==> src/rtl/dfs_mode_ctrl.sv <==
// dfs_mode_ctrl
// Workload-driven power-mode controller for the dynamic frequency circuit.
// Counts busy cycles over windows of 2^WIN_W cycles and steps a 2-bit mode up
// or down by one level. The controller applies hysteresis (UP_TH/DN_TH), a
// minimum dwell of DWELL completed windows between automatic changes, and a
// settle period of SETTLE cycles after every mode change. mode_o drives the
// select of the glitch-free clock switch directly, so it is always registered.
//
// Build option:
//   DFS_FORCE_EN : builds the software force path (four-phase force_req/ack).
//                  Without it, force_req_i/force_mode_i are ignored and
//                  force_ack_o is tied low.
//
// Ports:
//   clk_i         always-on reference clock
//   rstn_i        asynchronous active-low reset
//   en_i          enables automatic adjustment
//   busy_i        core activity, sampled every cycle
//   force_req_i   software force request
//   force_mode_i  requested mode, stable while force_req_i is high
//   force_ack_o   force applied and settled
//   mode_o        current mode, 00 lowest power .. 11 highest power
//   mode_chg_o    one-cycle pulse in the cycle mode_o takes a new value
//   util_o        busy count of the last completed window
//
// state  | meaning
// IDLE   | automatic adjustment off, mode held
// MEAS   | counting busy cycles over the current window
// SETTLE | waiting SETTLE cycles after an automatic change
// FORCE  | software-forced mode applied, ack after SETTLE cycles

module dfs_mode_ctrl #(
    parameter int unsigned WIN_W     = 8,
    parameter int unsigned UP_TH     = 192,
    parameter int unsigned DN_TH     = 64,
    parameter int unsigned SETTLE    = 16,
    parameter int unsigned DWELL     = 2,
    parameter logic [1:0]  INIT_MODE = 2'b00
) (
    input  logic           clk_i,
    input  logic           rstn_i,
    input  logic           en_i,
    input  logic           busy_i,
    input  logic           force_req_i,
    input  logic [1:0]     force_mode_i,
    output logic           force_ack_o,
    output logic [1:0]     mode_o,
    output logic           mode_chg_o,
    output logic [WIN_W:0] util_o
);

    localparam int UW   = WIN_W + 1;
    localparam int SC_W = (SETTLE > 1) ? $clog2(SETTLE) : 1;
    localparam int DW_W = $clog2(DWELL + 1);

    localparam logic [UW-1:0]   UP_TH_V   = UW'(UP_TH);
    localparam logic [UW-1:0]   DN_TH_V   = UW'(DN_TH);
    localparam logic [SC_W-1:0] SETTLE_LD = SC_W'(SETTLE - 1);
    localparam logic [DW_W-1:0] DWELL_V   = DW_W'(DWELL);

    typedef enum logic [1:0] {
        ST_IDLE,
        ST_MEAS,
        ST_SETTLE,
        ST_FORCE
    } state_t;

    state_t          state_q, state_d;
    logic [1:0]      mode_q, mode_d;
    logic            mode_chg_q, mode_chg_d;
    logic            force_ack_q, force_ack_d;
    logic [UW-1:0]   util_q, util_d;
    logic [WIN_W-1:0] win_q, win_d;
    logic [UW-1:0]   busy_q, busy_d;
    logic [SC_W-1:0] settle_q, settle_d;
    logic [DW_W-1:0] dwell_q, dwell_d;

    logic            force_req_eff;
    logic [1:0]      force_mode_eff;
    logic            take_force;
    logic [UW-1:0]   win_total;
    logic [DW_W-1:0] dwell_inc;
    logic            win_last;
    logic            go_up;
    logic            go_dn;

`ifdef DFS_FORCE_EN
    assign force_req_eff  = force_req_i;
    assign force_mode_eff = force_mode_i;
    assign force_ack_o    = force_ack_q;
`else
    logic unused_force;
    assign force_req_eff  = 1'b0;
    assign force_mode_eff = mode_q;
    assign force_ack_o    = 1'b0;
    assign unused_force   = ^{force_req_i, force_mode_i, force_ack_q};
`endif

    // Count including the current cycle's busy sample, so the last cycle of
    // the window is part of the decision.
    assign win_total = busy_q + UW'(busy_i);
    assign win_last  = &win_q;
    assign dwell_inc = (dwell_q >= DWELL_V) ? DWELL_V : dwell_q + 1'b1;
    assign go_up     = (dwell_inc >= DWELL_V) && (win_total >= UP_TH_V) && (mode_q != 2'b11);
    assign go_dn     = (dwell_inc >= DWELL_V) && (win_total <= DN_TH_V) && (mode_q != 2'b00);

    always_comb begin
        state_d     = state_q;
        mode_d      = mode_q;
        mode_chg_d  = 1'b0;
        force_ack_d = force_ack_q;
        util_d      = util_q;
        win_d       = win_q;
        busy_d      = busy_q;
        settle_d    = settle_q;
        dwell_d     = dwell_q;
        take_force  = 1'b0;

        case (state_q)
            ST_IDLE: begin
                win_d  = '0;
                busy_d = '0;
                if (force_req_eff) begin
                    take_force = 1'b1;
                end else if (en_i) begin
                    state_d = ST_MEAS;
                end
            end

            ST_MEAS: begin
                if (force_req_eff) begin
                    take_force = 1'b1;
                end else if (!en_i) begin
                    state_d = ST_IDLE;
                    win_d   = '0;
                    busy_d  = '0;
                end else if (win_last) begin
                    util_d = win_total;
                    win_d  = '0;
                    busy_d = '0;
                    if (go_up || go_dn) begin
                        mode_d     = go_up ? mode_q + 2'd1 : mode_q - 2'd1;
                        mode_chg_d = 1'b1;
                        dwell_d    = '0;
                        settle_d   = SETTLE_LD;
                        state_d    = ST_SETTLE;
                    end else begin
                        dwell_d = dwell_inc;
                    end
                end else begin
                    win_d  = win_q + 1'b1;
                    busy_d = win_total;
                end
            end

            ST_SETTLE: begin
                if (settle_q == '0) begin
                    win_d  = '0;
                    busy_d = '0;
                    if (force_req_eff) begin
                        take_force = 1'b1;
                    end else begin
                        state_d = en_i ? ST_MEAS : ST_IDLE;
                    end
                end else begin
                    settle_d = settle_q - 1'b1;
                end
            end

            ST_FORCE: begin
                if (!force_req_eff) begin
                    force_ack_d = 1'b0;
                    dwell_d     = '0;
                    win_d       = '0;
                    busy_d      = '0;
                    state_d     = en_i ? ST_MEAS : ST_IDLE;
                end else if (!force_ack_q) begin
                    if (settle_q == '0) begin
                        force_ack_d = 1'b1;
                    end else begin
                        settle_d = settle_q - 1'b1;
                    end
                end
            end

            default: begin
                state_d = ST_IDLE;
            end
        endcase

        // A force entry overrides any window decision made in the same cycle.
        if (take_force) begin
            state_d     = ST_FORCE;
            mode_d      = force_mode_eff;
            mode_chg_d  = (force_mode_eff != mode_q);
            force_ack_d = 1'b0;
            settle_d    = SETTLE_LD;
            win_d       = '0;
            busy_d      = '0;
        end
    end

    always_ff @(posedge clk_i or negedge rstn_i) begin
        if (!rstn_i) begin
            state_q     <= ST_IDLE;
            mode_q      <= INIT_MODE;
            mode_chg_q  <= 1'b0;
            force_ack_q <= 1'b0;
            util_q      <= '0;
            win_q       <= '0;
            busy_q      <= '0;
            settle_q    <= '0;
            dwell_q     <= DWELL_V;
        end else begin
            state_q     <= state_d;
            mode_q      <= mode_d;
            mode_chg_q  <= mode_chg_d;
            force_ack_q <= force_ack_d;
            util_q      <= util_d;
            win_q       <= win_d;
            busy_q      <= busy_d;
            settle_q    <= settle_d;
            dwell_q     <= dwell_d;
        end
    end

    assign mode_o     = mode_q;
    assign mode_chg_o = mode_chg_q;
    assign util_o     = util_q;

endmodule

==> config.mk <==
export PLATFORM = sky130hd
export DESIGN_NAME = dfs_mode_ctrl
export DESIGN_NICKNAME = d
export VERILOG_FILES = /design/src/rtl/dfs_mode_ctrl.sv
export SDC_FILE = /design/constraint.sdc
export NUM_CORES = 1
export LEC_CHECK = 0
export ABC_AREA = 1
export BUFFER_PORTS_ARGS = -buffer_cell sky130_fd_sc_hd__buf_2
export CAP_MARGIN = 20
export CORE_MARGIN = 3
export CORE_UTILIZATION = 45
export DETAILED_ROUTE_END_ITERATION = 12
export PLACE_DENSITY = 0.75
export SLEW_MARGIN = 20
export SYNTH_ARGS = -nofsm -noshare
export SYNTH_HDL_FRONTEND = slang
export SYNTH_SLANG_ARGS = --single-unit
==> constraint.sdc <==
create_clock -name clk_i -period 3.2 [get_ports clk_i]
set_input_delay 0.16 -clock clk_i [delete_from_list [all_inputs] [get_ports clk_i]]
set_output_delay 0.16 -clock clk_i [all_outputs]
set_load 0.02 [all_outputs]
==> impl.org, run 1 <==
** Setup path
- Worst Path Arrival :: 2.28 ns
- Grouping stages by cell kind, the critical path spends the most delay in simple AND/OR/NAND/NOR gates.
- By startpoint and endpoint, the worst setup path is classified as reg -> reg.
- Most frequent cell on the critical path :: nand2_1
- Required time worst endpoint :: 3.43 ns
- On the worst path, the slowest cell contributes a delay of 0.39 ns.
- In this run the worst path has a maximum fanout of 6.
- Critical Path Source Type :: flop
- Buf+Inv Stages, Crit Path :: 2
- Slowest library cell on the worst path :: dfrtp_1
- Walking the worst path, the cells encountered are ha_1 -> ha_1 -> nand2_1 -> inv_1 -> nand3_1 -> nand2_1 -> inv_1 -> nand3_1 -> nand2_1 -> nand2_2 -> nand2_4 -> nand2_4 -> nand2_4 -> nand2_1 -> nand2_1.
- The worst setup path is captured at a flop.

** Power and ir drop
- Static leakage power :: 0.00106 µW
- Summed over all nets, the switching power comes to 263 µW.
- Power spread over the standard cell area amounts to 437 nW/µm².
- The clock network accounts for 33.9% of the total power.
- Internal power comes to between 600 and 700 µW.
- Combinational power share :: 12.3%
- Net switching share of the total power :: between 20 and 30%
- In this run, flip-flops and latches consume 53.8% of the power.
- Worst IR drop on VDD :: 258 µV

** STA
- Final period util :: 63.8%
- At the pin with the least slew margin, the transition time is between 0.8 and 0.9 ns.
- Count of final hold-check violations :: 0
- After routing, the total negative slack on setup checks comes to 0 ns.
- The max-slew violation count came to 0.
- Minimum period implied by the final worst setup slack :: 2.04 ns
- Final clock skew :: between 0.007 and 0.008 ns
- Timing would allow up to 490 MHz.
- Unrepaired setup endpoints after global routing :: no
- Setup-failing EPs final :: 0
- Worst relative slew slack :: between 40% and 50%

** Outcome
- The flow ran to the end, and the final reports show no timing, DRC or antenna violations.

** Clock network
- After clock tree synthesis, the clock-pin slew on the worst setup and hold paths is 0.07 ns.
- Clock tree synthesis selected as its root buffer the cell clkbuf_8.
- The tree built by TritonCTS fans out to 37 sinks.
- After clock tree synthesis, the flow added hold-fix buffers numbering 1.
- Clock Latency Late Sink :: around 0.3 ns
- Post-CTS repair changed the size of 0 cells.
- Setup Fix Bufs, Post-CTS :: 0
- The H-tree was split into 2 levels.
- The number of clock buffers added by TritonCTS is 5.
- TritonCTS built the clock tree.
- Clock buffer depth :: 2

** Floorplan
- After floorplanning, the core was sized to cover between 4000 and 5000 µm².
- Row cnt :: 23
- Die Footprint :: about 5100 µm²
- Die width :: 71.7 µm
- Once the floorplan was initialized, standard cells occupied 47.6% of the core.
- Total I/O pin count :: 20
- Vertical die dimension :: just over 70 µm

** Final layout
- Layout cell share with drive strength beyond 1 :: 15.7%
- Leading cell type in the layout, fill and taps excluded :: nand2_1
- In the final layout, the multi-input gates occupy 887 µm².
- The sequential cells in the finished layout cover a total of 927 µm².
- Net count of the finished layout :: 277
- The number of antenna diodes in the final layout is 0.
- In the layout the commonest cells are nand2_1 (66), dfrtp_1 (36), inv_1 (28), nand3_1 (20), nor2_1 (20).
- Post-layout instance count excluding filler cells :: between 300 and 400
- Area growth, synth to finish :: 11.3%
- Filler Cell Count :: 406

** Run
- Across the run, the number of max-cap violations was 0.

** Routing
- In the routed design, unresolved DRC markers number 0.
- Average wire length per cell after detail routing :: 12.2 µm
- DRT antenna net count :: 0
- The pre-antenna-repair detailed-routing pass consisted of 4 iterations.
- Total wirelength of the detailed-routed design :: between 3000 and 4000 µm
- Vias post-DR :: 1,611
- Number of DRC markers after the initial detailed-route iteration :: 66
- Drt via density :: 5.08

** Global route
- The first global-routing pass estimated about 6700 µm of wire.
- Across every metal layer, demand over resource in global routing totals 16.5%.
- For this run the aggregate overflow at the end of global routing stands at 0.
- Vias in the first global route :: about 1,500
- Pin count of the biggest net entering global routing :: 38
- The number of antenna violations at the first check in global routing came to 0.

** Worst hold path
- HP Class :: in -> reg

** Logic synthesis
- Yosys reg bits :: 37
- Yosys printed 0 warnings.
- Summing every instance area after synthesis gives 1940 µm².
- For this run, the leading register cell type out of synthesis is dfrtp_1.
- Synthesized netlist net count :: approximately 260
- Distinct cell type count after synthesis :: 29
- The synthesized design contains 0 enable-type register cells.
- Average cell area after synthesis :: ~8 µm²
- Share of flip-flops with an asynchronous set or reset :: 100%
- Sequential-to-total area share from yosys stat :: a little under half
- After technology mapping, the gate count stands at 245.

** Place
- Instance count after placement with tap cells included :: approximately 310
- The congestion estimate from routability-driven global placement came to just under 0.8.
- Port Buffer Count :: 15
- Half-perimeter wire length after detailed placement :: 2740 µm
-- through the flow --
step	hold WS [ns]	util (%)	total power, µW	area [µm²]	worst slack [ns]
detailed placement	0.303	50.7	632	2070	1.17
global placement	0.302	50.7	627	2070	1.27
global route	0.309	52.9	987	2160	1.03
CTS	0.268	52.9	953	2160	1.16
floorplan	-0.136	-	596	1940	1.46
finish	0.266	52.9	944	2160	1.16
-- final cells by class --
cell class,instances,share of cell area [%]
flip-flops and latches,37,42.9
clock buffers,8,3.70
repair buffers,17,4.28
well taps,50,2.89
inverters,30,5.21
multi-input cells,175,41.0
-- synth_stat cells (all sizes together), types with 2 or more instances --
master  number  area share [%]
dfrtp       36              46
nand2       75              17
nand3       23             7.1
buf          2            0.64
inv         30             5.8
o21ai       22             5.9
o22ai        8             2.6
nor2        24             5.4
a21oi        8             2.1
nor3         3            0.77
ha           4             2.6
nand4        3            0.97
-- power groups by stage --
stage                     clock [µW]  sequential (µW)  combinational, µW
after floorplan                    0              511               85.3
after global placement             0              514                113
after detailed placement           0              516                117
after CTS                        328              507                118
after global routing             342              509                136
final                            320              508                116
-- sequential cells by signal (all words and copies together), names as in the netlist --
signal,count
win_q,8
util_o,9
state_q,2
mode_chg_o,1
busy_q,9
settle_q,4
mode_o,2
dwell_q,2
-- routing by layer --
metal	share of wire (%)	wire length [µm]	vias to the layer above	track usage (%)
met5	0	0	-	0
met1	47	1810	748	20.6
met2	48	1870	16	27.6
met4	1.9	74	0	7.52
met3	2.8	110	7	3.09
li1	-	-	840	-
-- cells by family (layout without fill, tap and decap cells) --
kind of cell               Yosys count  count (layout)  synth area share [%]
and+or+nand+nor                    130             130                  31.6
AOI/OAI and AO/OA                   40              40                  11.3
adders and majority gates            4               4                  2.58
DFF                                 37              37                  47.7
buffers and inverters               33              55                  6.63
other                                1               1                 0.193
-- path summary, 6_finish.rpt --
check | start | cells after the start | to | slack (ns)
max | busy_q[0] | 15 | settle_q[2] | 1.16
min | en_i | 5 | state_q[0] | 0.27
max reg2reg | busy_q[0] | 15 | settle_q[2] | 1.16
min reg2reg | dwell_q[1] | 2 | dwell_q[1] | 0.48
max in group asynchronous | rstn_i | 2 | util_o[6] | 2.18
min in group asynchronous | rstn_i | 2 | busy_q[8] | 0.50
-- worst register-to-register path, cell delays in order, from the launching register on --
cell and delay [ns]:
dfrtp_1 0.39, ha_1 0.22, ha_1 0.20, nand2_1 0.16
inv_1 0.13, nand3_1 0.10, nand2_1 0.06, inv_1 0.09
nand3_1 0.10, nand2_1 0.08, nand2_2 0.08, nand2_4 0.10
nand2_4 0.08, nand2_4 0.10, nand2_1 0.05, nand2_1 0.05
(Power assumes the default switching activity.)
==> run 2, diff against run 1 <==
clock period = 2.05 ns   (was 3.2 ns; I/O delays follow)
==> run 2 against run 1 <==
Effect of this change:
- first-iteration DRC count increased by 52%
- maximum frequency increased by 9.0%
- largest power group unchanged
- power increased by 84%
- non-clock buffer count increased by 3
- clock skew about the same
- final cell count increased by 0.95%
- critical path depth unchanged
==> impl.org, run 2 (synthesis results as in run 1) <==
** Floorplan
- The initial utilization of the core area, before any placement, comes to between 40% and 50%.
- Row cnt :: 23
- The region available for standard cell placement spans slightly above 4000 µm².
- Die Footprint :: 5140 µm²
- The die is 71.7 µm wide.
- During I/O placement, the number of pins put on the boundary was 20.
- Vertical die dimension :: 71.7 µm

** Place
- The count of buffers added on input and output ports is 15.
- Gp weighted congestion :: 0.822
- Half-perimeter wire length after detailed placement :: 2710 µm

** Clock network
- For this design, the sink count on the clock tree is 37.
- In this run, CTS created clock tree buffers numbering 5.
- Clock Latency Late Sink :: 0.29 ns
- Clock buffer depth :: 2
- CTS placed an instance of clkbuf_8 at the clock tree root.
- Setup Fix Bufs, Post-CTS :: 0
- After clock tree synthesis, the clock-pin slew on the worst setup and hold paths is approximately 0.08 ns.
- CTS HTree Levels :: 2
- TritonCTS built the clock tree.

** Worst hold path
- Counting instances, the worst hold path has a depth of 5.
- The worst hold path begins at en_i.
- For hold timing, the worst endpoint is state_q[0].
- In this run the worst hold path is classified as in -> reg.

** Final layout
- The library cells used most frequently in the layout, excluding fill and tap cells, are nand2_1 (65), dfrtp_1 (36), inv_1 (27), nand3_1 (20), nor2_1 (20).
- Filler Cell Count :: 383
- Once layout is complete, the utilization of the core stands at 54.9%.
- Net count of the finished layout :: 280
- Area growth, synth to finish :: 15.5%
- Leading cell type in the layout, fill and taps excluded :: nand2_1
- Layout cell share with drive strength beyond 1 :: 18.9%
- 0 antenna diodes ended up in the layout.

** Routing
- Count of TritonRoute iterations in the first routing pass :: 4
- Average wire length per cell after detail routing :: 11.8 µm
- Drt via density :: 5.04
- For this block, the initial DRC count from the detailed router was 100.
- The detailed router placed ~1,600 vias in this run.
- DRT antenna net count :: 0
- After detailed routing, the number of remaining DRC violations is 0.
- Total wirelength of the detailed-routed design :: 3790 µm

** STA
- For the finished layout, the period the worst path requires is 1.87 ns.
- Setup TNS :: 0 ns
- Final clock skew :: 0.00832 ns
- Fmax :: 534 MHz
- At the pin with the least slew margin, the transition time is 0.837 ns.
- The final hold violation count is 0.
- Worst relative slew slack :: between 40% and 50%
- The max-slew violation count was 0.
- Setup violations remaining at the end of the flow were counted as 0.
- Dividing the final minimum period by the clock period gives between 90% and 100%.
- Setup repair after global routing left no endpoint under its margin.

** Setup path
- The worst setup path is launched from a flop.
- Cells on worst reg2reg path :: 15
- Worst reg2reg path startpoint :: busy_q[0]
- The critical path is of the reg -> reg type.
- In this run the worst setup path begins at busy_q[0].
- STA classifies the critical path endpoint as a flop.
- The worst register-to-register path ends at settle_q[3].
- Data on the critical path is required at its endpoint by 2.28 ns.
- In this run the worst path has a maximum fanout of 6.
- For the worst setup path, the data arrival time is roughly 2.1 ns.
- Reg-to-reg setup timing slack :: 0.18 ns

** Global route
- Summed over all layers, the global routing overflow is 0.
- The number of antenna violations at the first check in global routing is 0.
- The via count of the first global-routing pass was roughly 1,500.
- Entering global routing, the biggest net connects 38 pins.
- First-pass GRT wire length :: 6760 µm
- In the global route stage, overall resource usage came out at about 16%.

** Power and ir drop
- Static leakage power :: 0.00110 µW
- Power spread over the standard cell area amounts to 774 nW/µm².
- The completed layout was analyzed and its total power is 1740 µW.
- IR analysis of the VDD net gives a maximum drop of approximately 350 µV.

** Outcome
- The flow ran to the end, and the final reports show no timing, DRC or antenna violations.

** Run
- Across the run, the number of max-cap violations was 0.
==> run 2: how the worst max path moves through the flow <==
stage	endpoint	slack (ns)	cells past startpoint
after floorplan	settle_q[0]	0.31	14
after CTS	settle_q[3]	0.05	15
after global placement	settle_q[3]	0.13	15
after detailed placement	settle_q[2]	0.08	15
after global routing	settle_q[3]	0.008	15
final	settle_q[3]	0.18	15
==> run 2: timing repair <==
item / 4_1_cts / 5_1_grt
hold endpoints to repair: 36 / 0
hold buffers: 1 / 0
endpoints found under the setup margin: 0 / 8
resized for setup: 0 / 3
==> run 2: worst max-delay path, cell delays in order (launching register included) <==
cell and delay (ns):
dfrtp_1 0.39, ha_2 0.19, ha_1 0.20, nand2_2 0.13
inv_2 0.08, nand3_1 0.07, nand2_1 0.05, inv_1 0.09
nand3_1 0.08, nand2_1 0.07, nand2_2 0.08, nand2_4 0.10
nand2_4 0.08, nand2_4 0.09, nand2_1 0.05, nand2_1 0.06
==> run 2: area by class of cell <==
| class | instances | area [µm²] | share of cell area, % |
|---|---|---|---|
| clock buffer | 5 | 68.8 | 3.07 |
| clock inverter | 3 | 65.1 | 2.90 |
| inverter | 30 | 113 | 5.02 |
| multi-input combinational | 175 | 892 | 39.8 |
| sequential | 37 | 927 | 41.3 |
| tap | 50 | 62.6 | 2.79 |
| timing repair buffer | 20 | 115 | 5.13 |
==> run 2: stage by stage <==
stage	cells	worst slack [ns]	hold WS, ns	instance area [µm²]
3_3_place_gp	311	0.128	0.250	2090
6_report	320	0.177	0.178	2240
3_5_place_dp	311	0.0808	0.261	2090
5_1_grt	320	0.00820	0.230	2240
4_1_cts	320	0.0542	0.174	2240
2_1_floorplan	245	0.311	-0.193	1940
==> run 2: routing by layer <==
metal | global-route usage (%) | wire length, µm | vias up | share of wire [%]
met5 | 0 | 0 | - | 0
met4 | 5.85 | 37 | 0 | 0.98
met3 | 3.37 | 98 | 4 | 2.6
met2 | 26.5 | 1790 | 17 | 47
met1 | 21.5 | 1860 | 755 | 49
li1 | - | - | 837 | -
==> run 2: power by group <==
part	switching, µW	total (µW)	internal, µW
combinational	123	194	71.7
clock	268	752	483
sequential	31.3	790	759
total	423	1740	1310
